[config.mk]
export PLATFORM = sky130hd
export DESIGN_NAME = if_stage
export DESIGN_NICKNAME = d
export VERILOG_FILES = /design/src/rtl/if_stage.sv
export SDC_FILE = /design/constraint.sdc
export NUM_CORES = 1
export LEC_CHECK = 0
export BUFFER_PORTS_ARGS = -buffer_cell sky130_fd_sc_hd__buf_4
export CORE_MARGIN = 2
export CORE_UTILIZATION = 45
export CTS_CLUSTER_SIZE = 30
export DETAILED_ROUTE_END_ITERATION = 16
export GPL_TIMING_DRIVEN = 0
export PLACE_DENSITY = 0.73
export SLEW_MARGIN = 0
export SYNTH_ARGS = -nofsm -noshare
export SYNTH_HDL_FRONTEND = slang
export SYNTH_SLANG_ARGS = --single-unit
[constraint.sdc]
create_clock -name clk -period 2.8 [get_ports clk]
set_clock_uncertainty 0.2 [all_clocks]
set_input_delay 0.28 -clock clk [delete_from_list [all_inputs] [get_ports clk]]
set_output_delay 0.28 -clock clk [all_outputs]
set_load 0.005 [all_outputs]
[src/rtl/if_stage.sv]
// Instruction fetch front end: owns the PC, fetches one word at a time, presents it to decode.
// Latency: imem_req 1 cycle after reset release; inst_valid the cycle after imem_rvalid.
// Backpressure: the fetched word is held while inst_ready is low; no new request is issued until it is taken.
module if_stage #(
    parameter int                    WORD_WIDTH = 32,
    parameter logic [WORD_WIDTH-1:0] RESET_PC   = '0
) (
    input  logic                  clk,
    input  logic                  rst_n,
    output logic                  imem_req,
    output logic [WORD_WIDTH-1:0] imem_addr,
    input  logic                  imem_gnt,
    input  logic                  imem_rvalid,
    input  logic [WORD_WIDTH-1:0] imem_rdata,
    output logic                  inst_valid,
    input  logic                  inst_ready,
    output logic [WORD_WIDTH-1:0] inst_code,
    output logic [WORD_WIDTH-1:0] inst_pc,
    output logic [WORD_WIDTH-1:0] inst_pc4,
    input  logic                  redirect_valid,
    input  logic [WORD_WIDTH-1:0] redirect_pc,
    output logic [31:0]           fetch_count
);

    typedef enum logic [1:0] {
        IDLE = 2'd0,
        REQ  = 2'd1,
        WAIT = 2'd2,
        HOLD = 2'd3
    } state_t;

    localparam logic [WORD_WIDTH-1:0] PC_STEP   = WORD_WIDTH'(4);
    // The low two bits of RESET_PC are forced to zero so the PC is always word aligned.
    localparam logic [WORD_WIDTH-1:0] RESET_ALN = {RESET_PC[WORD_WIDTH-1:2], 2'b00};

    state_t                state;
    state_t                nextState;
    logic [WORD_WIDTH-1:0] pc;
    logic [WORD_WIDTH-1:0] nextPc;
    logic                  kill;
    logic                  nextKill;
    logic                  latchInst;
    logic                  countInc;
    logic [WORD_WIDTH-1:0] redirectTarget;
    logic [WORD_WIDTH-1:0] instCode;
    logic [WORD_WIDTH-1:0] instPc;
    logic [31:0]           fetchCount;

    // Redirect targets are word aligned; the byte-offset bits are simply dropped.
    logic unusedRedirectBits;
    assign unusedRedirectBits = ^redirect_pc[1:0];
    assign redirectTarget     = {redirect_pc[WORD_WIDTH-1:2], 2'b00};

    // State, PC, kill flag, output word register and accept counter.
    always_ff @(posedge clk or negedge rst_n) begin
        if (!rst_n) begin
            state      <= IDLE;
            pc         <= RESET_ALN;
            kill       <= 1'b0;
            instCode   <= '0;
            instPc     <= '0;
            fetchCount <= '0;
        end else begin
            state <= nextState;
            pc    <= nextPc;
            kill  <= nextKill;
            if (latchInst) begin
                instCode <= imem_rdata;
                instPc   <= pc;
            end
            if (countInc) begin
                fetchCount <= fetchCount + 32'd1;
            end
        end
    end

    // Next-state logic; a redirect overrides every other event in the same cycle.
    always_comb begin
        nextState = state;
        nextPc    = pc;
        nextKill  = kill;
        latchInst = 1'b0;
        countInc  = 1'b0;

        unique case (state)
            IDLE: begin
                nextState = REQ;
                if (redirect_valid) begin
                    nextPc = redirectTarget;
                end
            end

            REQ: begin
                if (redirect_valid) begin
                    nextPc = redirectTarget;
                    // A request granted in the same cycle is already in flight;
                    // its response must be thrown away when it arrives.
                    if (imem_gnt) begin
                        nextKill  = 1'b1;
                        nextState = WAIT;
                    end
                end else if (imem_gnt) begin
                    nextState = WAIT;
                end
            end

            WAIT: begin
                if (redirect_valid) begin
                    nextPc = redirectTarget;
                    if (imem_rvalid) begin
                        // Response arrives with the redirect: drop it and refetch now.
                        nextKill  = 1'b0;
                        nextState = REQ;
                    end else begin
                        nextKill = 1'b1;
                    end
                end else if (imem_rvalid) begin
                    if (kill) begin
                        nextKill  = 1'b0;
                        nextState = REQ;
                    end else begin
                        latchInst = 1'b1;
                        nextState = HOLD;
                    end
                end
            end

            HOLD: begin
                if (redirect_valid) begin
                    // The held word is discarded and never counted as consumed.
                    nextPc    = redirectTarget;
                    nextState = REQ;
                end else if (inst_ready) begin
                    nextPc    = pc + PC_STEP;
                    countInc  = 1'b1;
                    nextState = REQ;
                end
            end

            default: begin
                nextState = IDLE;
            end
        endcase
    end

    assign imem_req    = (state == REQ);
    assign imem_addr   = (state == REQ) ? pc : '0;
    assign inst_valid  = (state == HOLD);
    assign inst_code   = instCode;
    assign inst_pc     = instPc;
    assign inst_pc4    = instPc + PC_STEP;
    assign fetch_count = fetchCount;

endmodule

==> impl_metrics.ini <==
[placement]
postPlaceCellArea_um2 = 8690
pre_cts_ws_ns = 0.0529
dp_hpwl_um = 14400
port_buffers = 223
dp_cells = 1064
gp_congestion = 0.899

[sta]
timing.final.crit_share_pct = 96.1
setup-violations-final = 0
max_slew_margin_pct = 37.2
tightest_slew_ns = 0.935
drv_slew = 0
hold_violations = 0
rsz0062_at_grt = false
fin_setup_tns_ns = 0
fmax_mhz = 372
fin_crit_ns = 2.69
worst_slack_ns = 0.111
holdWs_ns = 0.000647

[run]
cap_viol_max_count = 0

[cells_and_area]
finalNetCount = 1028
num-fill-cells = 1117
antenna_cells = 0
final_area_um2 = 9930
drive_gt1_share_pct = 37.1
multi_input_area_um2 = 3360
most-common-layout-cells = buf_4, dfrtp_1, mux2_2, nand2_1, dlygate4sd3_1
finalNonFillerCells = 1148
final_common_cell = buf_4
area_delta_synth_final_pct = 47.5
regArea_um2 = 3180

[clock_network]
cts_max_path_buffers = 2
clock_latency_ns = 0.42
cts_num_sinks = 127
root_buffer = clkbuf_16
tritoncts = built
clkTransAtPathRegs_ns = 0.06
cts_buffers = 17
cts_max_level = 4

[logic_synthesis]
synth_fa_ha_area_share_pct = 1.30
ys_seq_area_share_pct = 47.2
synth.area.mux_share_pct = 10.4
synth_simple_gate_area_share_pct = 20.7
synth_compound_area_share_pct = 8.70
postSynthAreaPerCell_um2 = 10.3
synth_area_um2 = 6730
synth_top_family_by_area = simple AND/OR/NAND/NOR gates
ys.flop_type = dfrtp_1
synth_cell_types = 60
syn_inst = 651
synth-edff-count = 0
ys_ff_latch = 127
synth_warnings = 0
synthArstFlopShare_pct = 100
synth_xor_area_share_pct = 7.68

[global_route]
track_usage_pct = 25.6
grt_max_degree = 100
grt_pass1_wl_um = 32100
antenna_found_initial = 0
grt_pass1_vias = 5810
grt.overflow.total = 0

[detailed_routing]
wl_met1_um = 8620
drt-total-wl_um = 20800
drc = 0
top_layer = met4
vias = 6245
dr_wl_met2_um = 10200
detail_route.wl_per_cell_um = 18.1
viasPerCell = 5.44
route.met3.wl_um = 1420
ant_nets = 0
drt_iter0_drc = 632
dr.pass1.iters = 6

[worst_setup_path]
required_ns = 2.32
setup.worst_path.start_class = flip-flop
crit_path_end_kind = output port
path_class = reg2out
cp_data_arrival_time_ns = 2.21
crit_fanout = 8

[power]
p_per_area_nw_per_um2 = 895
ir_drop_uv = 485
p_leak_nw = 4.81

[die]
die_w_um = 126
ios = 232
die_area_um2 = 16000
die_h_um = 126
start_util_pct = 46.1
core_um2 = 14600
num_rows = 44

[worst_hold_path]
hold_path.class = in2reg

[status]
status = completed
## layer usage
| layer | global-route usage, % | vias up |
|---|---|---|
| met5 | 0 | - |
| met4 | 9.89 | 0 |
| met3 | 5.19 | 45 |
| met2 | 41.7 | 273 |
| met1 | 33.9 | 3013 |
| li1 | - | 2914 |
## final cells by class
class / count / area share [%]
Clock buffer: 20 / 4.70
Buffer: 38 / 2.44
Multi-Input combinational cell: 484 / 33.9
Clock inverter: 12 / 2.04
Sequential cell: 127 / 32.0
Timing Repair Buffer: 276 / 22.3
Tap cell: 184 / 2.32
Inverter: 7 / 0.265
## final timing paths
path,cells past startpoint,endpoint,start,slack (ns)
max,6,inst_pc4[31],inst_pc[15],0.11
min,3,pc[9],redirect_pc[9],0.0006
max reg2reg,7,pc[15],state[0],0.23
min reg2reg,1,fetch_count[22],fetch_count[22],0.30
max in group asynchronous,3,inst_code[28],rst_n,1.51
min in group asynchronous,2,pc[9],rst_n,0.10
## logic make-up after synthesis
logic type,count (synthesis)
AO/OA/AOI/OAI,95
flip-flops,127
AND/OR/NAND/NOR,255
buffers and inverters,45
XOR/XNOR,59
multiplexers,62
adder cells (fa/ha/maj),7
other,1
## sequential cells by signal, indices dropped and copies added (netlist names)
signal and cells:
state 2, pc 30, inst_pc 30, fetch_count 32, inst_code 32, kill 1
## synthesized netlist by cell type (3+ instances only)
| library cell | count | share of area [%] |
|---|---|---|
| dfrtp_1 | 127 | 47 |
| xnor2_1 | 40 | 5.2 |
| and2_1 | 31 | 2.9 |
| and3_1 | 14 | 1.3 |
| nand4_1 | 27 | 2.5 |
| nand3_1 | 37 | 2.8 |
| nor3b_1 | 3 | 0.33 |
| nor3_1 | 5 | 0.37 |
| nand2b_1 | 5 | 0.46 |
| o21ai_0 | 29 | 2.2 |
| inv_1 | 7 | 0.39 |
| a211o_1 | 3 | 0.39 |
| clkbuf_1 | 18 | 1.0 |
| and4_1 | 9 | 1.2 |
| o22ai_1 | 5 | 0.46 |
| buf_2 | 7 | 0.52 |
| mux2_2 | 61 | 10 |
| nor4_1 | 5 | 0.46 |
| buf_4 | 7 | 0.78 |
| nand2_1 | 55 | 3.1 |
| a311oi_1 | 3 | 0.39 |
| a31oi_1 | 7 | 0.65 |
| ha_1 | 7 | 1.3 |
| nor2_1 | 46 | 2.6 |
| o22a_1 | 4 | 0.52 |
| xor2_1 | 19 | 2.5 |
| a21oi_1 | 27 | 2.0 |
## stage by stage
step           total power [W]  utilization [%]
2_1_floorplan          0.00437                -
3_3_place_gp           0.00618             59.3
3_5_place_dp           0.00626             59.5
4_1_cts                0.00884             67.8
5_1_grt                0.00932             68.1
6_report               0.00889             68.1
## timing repair
item	4_1_cts	5_1_grt
buffers inserted	2	1
resized for setup	4	10
hold buffers	49	0
hold endpoints to repair	174	0
pin swaps	2	3
setup endpoints to repair	13	13
## report_power, final
group | total, W | switching, W | internal [W]
combinational | 0.00327 | 0.00136 | 0.00190
sequential | 0.00313 | 0.000731 | 0.00240
clock | 0.00249 | 0.000837 | 0.00166
## critical path, cell delays in order, from the launching register on
cell and delay [ns]:
dfrtp_1 0.48, nand4_1 0.27, nor4_4 0.36, and2_1 0.24
nand3_1 0.11, xnor2_1 0.19, buf_4 0.14
(Power assumes the default switching activity.)
